## config.mk

```make
export PLATFORM = sky130hd
export DESIGN_NAME = fetch_stage
export DESIGN_NICKNAME = d
export VERILOG_FILES = /design/src/rtl/fetch_stage.sv
export SDC_FILE = /design/constraint.sdc
export NUM_CORES = 1
export LEC_CHECK = 0
export CAP_MARGIN = 20
export CORE_AREA = 2 2 71 73
export CTS_CLUSTER_SIZE = 10
export DETAILED_ROUTE_END_ITERATION = 8
export DIE_AREA = 0 0 73 75
export DONT_BUFFER_PORTS = 1
export PLACE_DENSITY = 0.79
export SYNTH_ARGS = -nofsm -noshare
export SYNTH_HDL_FRONTEND = slang
export SYNTH_SLANG_ARGS = --single-unit
```

## constraint.sdc

```tcl
create_clock -name clk -period 2.8 [get_ports clk]
set_input_delay 0.42 -clock clk [delete_from_list [all_inputs] [get_ports clk]]
set_output_delay 0.42 -clock clk [all_outputs]
set_load 0.01 [all_outputs]
```

## src/rtl/fetch_stage.sv

```systemverilog
// Instruction-fetch stage: PC ownership, synchronous imem drive, stall/redirect handling.
// Optional delivered-instruction counter enabled by defining FETCH_CNT_EN.
module fetch_stage #(
  parameter int             N        = 32,
  parameter int             AW       = 14,
  parameter logic [N-1:0]   RESET_PC = 32'h4000_0000,
  parameter logic [N-1:0]   NOP      = 32'h0000_0013
) (
  input  logic          clk,
  input  logic          rst,
  input  logic          stall,
  input  logic          redirect,
  input  logic [N-1:0]  redirect_pc,
  output logic [AW-1:0] imem_addr,
  output logic          imem_en,
  input  logic [N-1:0]  imem_dout,
  output logic [N-1:0]  instr_d,
  output logic [N-1:0]  pc_d,
  output logic          valid_d,
  output logic [1:0]    imm_sel_d,
  output logic [31:0]   fetch_cnt
);

  logic [N-1:0] pc_f;
  logic [N-1:0] pc_next;
  logic         vld_f;
  logic         kill;

  // While vld_f is still low the reset-vector word is being re-read, so the PC
  // holds; otherwise the word at RESET_PC would be squashed and never delivered.
  always_comb begin
    pc_next = pc_f + N'(4);
    if (rst)
      pc_next = RESET_PC;
    else if (redirect)
      pc_next = {redirect_pc[N-1:2], 2'b00};
    else if (stall || !vld_f)
      pc_next = pc_f;
  end

  assign imem_addr = pc_next[AW+1:2];
  assign imem_en   = rst | redirect | ~stall;

  always_ff @(posedge clk) begin
    pc_f <= pc_next;
    if (rst)
      vld_f <= 1'b0;
    else
      vld_f <= 1'b1;
  end

  // The word in decode during a redirect is wrong-path and is squashed here.
  assign kill    = redirect | ~vld_f;
  assign valid_d = ~kill;
  assign instr_d = kill ? NOP : imem_dout;
  assign pc_d    = pc_f;

  always_comb begin
    imm_sel_d = 2'd0;
    case (instr_d[6:0])
      7'b0100011: imm_sel_d = 2'd1;
      7'b1100011: imm_sel_d = 2'd2;
      7'b0110111,
      7'b0010111: imm_sel_d = 2'd3;
      default:    imm_sel_d = 2'd0;
    endcase
  end

`ifdef FETCH_CNT_EN
  logic [31:0] cnt_q;

  always_ff @(posedge clk) begin
    if (rst)
      cnt_q <= 32'd0;
    else if (valid_d && !stall)
      cnt_q <= cnt_q + 32'd1;
  end

  assign fetch_cnt = cnt_q;
`else
  assign fetch_cnt = 32'd0;
`endif

endmodule

```

==> run summary <==
TritonCTS built the clock tree. In this run the clock root is driven by a clkbuf_8. The total half-perimeter wirelength after legalization and detailed placement is 5090 um. In the finished design, the share of the clock period the worst path needs comes to 0.943. After global routing, the most crowded layer is met2. The number of clock buffers inserted by TritonCTS came out at 5.

The cell leakage power is 0.910 nW. The remaining antenna violation count after routing is 0. The number of flops mapped to enable cells by yosys came out at 0. The count of filler cells inserted in the layout came out at 451. The number of nets at the end of the flow is 387. The number of antenna violations at the first check in global routing came out at 0. The met1 usage came out at 0.249. The global placer's final weighted congestion came out at 0.808. After detailed routing, the number of vias per cell comes to 6.35. The worst setup path is captured at an output port.

Tracing the worst setup path back leads to its startpoint at pc_d[5]. The post-synthesis cell area is 0.00246 mm^2. The initial core utilization came out at 0.528. In the synthesized netlist the dominant register cell turns out to be dfxtp_1. The later pin in the worst-skew pair is clocked with a latency of 280 ps. The final worst clock skew came out at 2.33 ps. The maximum root-to-sink buffer count came out at 2. The startpoint of the worst register-to-register path is pc_d[5]. The number of DRC markers in iteration 0 is 75.

The start point of the worst hold path is rst. The number of iterations in the first detailed-routing pass came out at 4. Synthesis produced 325 cells.

By count the netlist is led by 37 x and2_1, 34 x buf_4, 31 x dfxtp_1. The full die area came out at 0.00548 mm^2. The final total negative setup slack came out at 0 ps. The time the worst path needs with I/O delays and setup came out at 2640 ps. The number of buffers added to fix hold violations after cts came out at 0. The antenna diode instance count is 0. During synthesis, Yosys emitted a total of 0 warnings.

The top-level I/O count is 182. In the routed design, unresolved DRC markers number 0. The routed wirelength normalized by instance count came out at 18.3 um. The overall die height came out at 75 um. The critical path is of the register to output port type. The number of global-route vias before repair came to 2105. The post-synthesis sequential element count came out at 31.

The total wire length after detailed routing is 6780 um. The number of library cell types mapped by synthesis came out at 50. Of the cells placed in the final design, the portion with a size suffix greater than 1 is 0.0852.

The synthesis-to-finish area growth came out at -0.204%. The tool flagged a number of max-cap violations equal to 0. The max-slew violation total from the final report is 0. The number of hold-slack violations in the final timing report is 0. The share of synthesized area in the top cell type comes to 0.252.

For this design the ratio of total power to cell area is 419 mW/mm^2. Summed over all instances, the cell type with the most area after synthesis is dfxtp_1. The flow ran to the end, and the final reports show no timing, DRC or antenna violations. The wire length of the first global-routing pass came out at 9860 um. The final worst hold slack is 207 ps. Of the synthesized area, sequential elements account for 0.252. The share of the core filled with cells came out at 0.527. The number of H-tree levels is 2. The peak supply drop came out at 0.350 mV. Setup violations remaining at the end of the flow were counted as 0. Based on the critical path, the design can be clocked at up to 379 MHz. Sorting the synthesized cells by area gives the leading types as dfxtp_1 25%, buf_4 10%, and2_1 9.4%. The final global-route overflow total is 0. The library cell with the highest instance count after synthesis is and2_1.

The global routing met3 resource utilization came out at 0.0643. The global router's overall resource usage is 0.230. The type of origin of the critical path is a register. After clock tree synthesis, the setup repair step added 0 buffers. The biggest fanout along the worst timing path is 8.

The post-synthesis area per instance is 7.57 um^2. The fraction of registers with async set/reset is 0. The fraction of met2 tracks used by global routing came out at 0.432.

The via count of the routed design came out at 2357. The core area is 0.00466 mm^2. Entering global routing, the biggest net connects 49 pins. Data on the critical path is required at its endpoint by 2380 ps. The register clock-pin slew on the reported worst setup and hold paths came out at 60 ps.

The floorplan has 25 rows. Setup repair after global routing left no endpoint under its margin. The slew at the pin closest to its max-slew limit came out at 892 ps. The tightest min-delay check is of the input pin to register type. Measured along the x axis, the die boundary spans 73 um. The headroom to the max-slew limit is 0.400.

The post-cts gate resize count is 0. The clock net in this run drives a total of 31 sinks. The data arrival time of the worst path came out at 2220 ps.

The count of buffers from port buffering is 0.
[critical path, stage by stage (launching register included)]
cell	delay, ps
dfxtp_1	540
nand2_2	160
nor4_1	540
nand4_1	160
a311oi_1	540
[routing by layer]
layer	wire (um)	up-vias
li1	-	1102
met1	2520	1108
met2	3530	135
met3	617	12
met4	112	0
met5	0	-
[cell type report]
cell class,instances,area (um^2),share of cell area
tap,54,67.6,0.0275
inverter,11,41.3,0.0168
multi-input combinational,260,1590,0.646
clock buffer,6,72.6,0.0296
sequential,31,621,0.253
timing repair buffer,9,67.6,0.0275
[cell usage in the layout, fill, tap and decap left out, types with 3 or more instances in the layout]
master	count
conb_1	34
nor4_1	7
o21ai_0	3
and2_1	37
a211oi_1	11
a31oi_1	9
or4_1	7
o31ai_1	6
a311oi_1	7
xor2_1	3
nor3_1	7
nand4_1	15
clkbuf_8	5
a21oi_1	3
and3_1	4
nand2_1	18
inv_1	11
dfxtp_1	31
xnor2_1	6
buf_4	9
and4_1	6
a31o_2	4
nand3_1	9
nand2b_1	3
o211ai_1	3
o221ai_1	3
nor2_1	29
[kinds of logic after synthesis]
logic type,after synthesis,share of synthesized area
muxes,1,0.00407
xor gates and xnor gates,9,0.0320
buffers and inverters,67,0.157
AOI/OAI and AO/OA,57,0.175
other,1,0.00152
adders and majority gates,1,0.00509
DFF,31,0.252
and+or+nand+nor,158,0.372
[power by group]
group          switching (mW)  total [mW]  leakage [nW]  internal, mW
combinational           0.112       0.174         0.615        0.0617
clock                   0.156       0.321        0.0371         0.165
sequential             0.0610       0.533         0.258         0.472
total                   0.329        1.03         0.910         0.699
[final timing paths]
path                   endpoint  slack, ps  depth (start not counted)
hold reg to reg        pc_d[20]        600                          2
setup / recovery  imem_addr[12]        160                          4
hold / removal         pc_d[26]        210                          1
setup reg to reg       pc_d[22]        570                          4
[flip-flops by register name (all words and copies together), names as in the netlist]
register / flops
pc_d: 30
vld_f: 1
[stage by stage]
step                setup WS [ps]  power, mW  instance area, um^2  instances
global route                0.796       1.08                 2450        371
global placement              518      0.708                 2380        365
floorplan                     479      0.715                 2580        358
CTS                           141       1.03                 2450        371
detailed placement            467      0.713                 2380        365
finish                        161       1.03                 2450        371
Power figures use the tool's default switching activity.
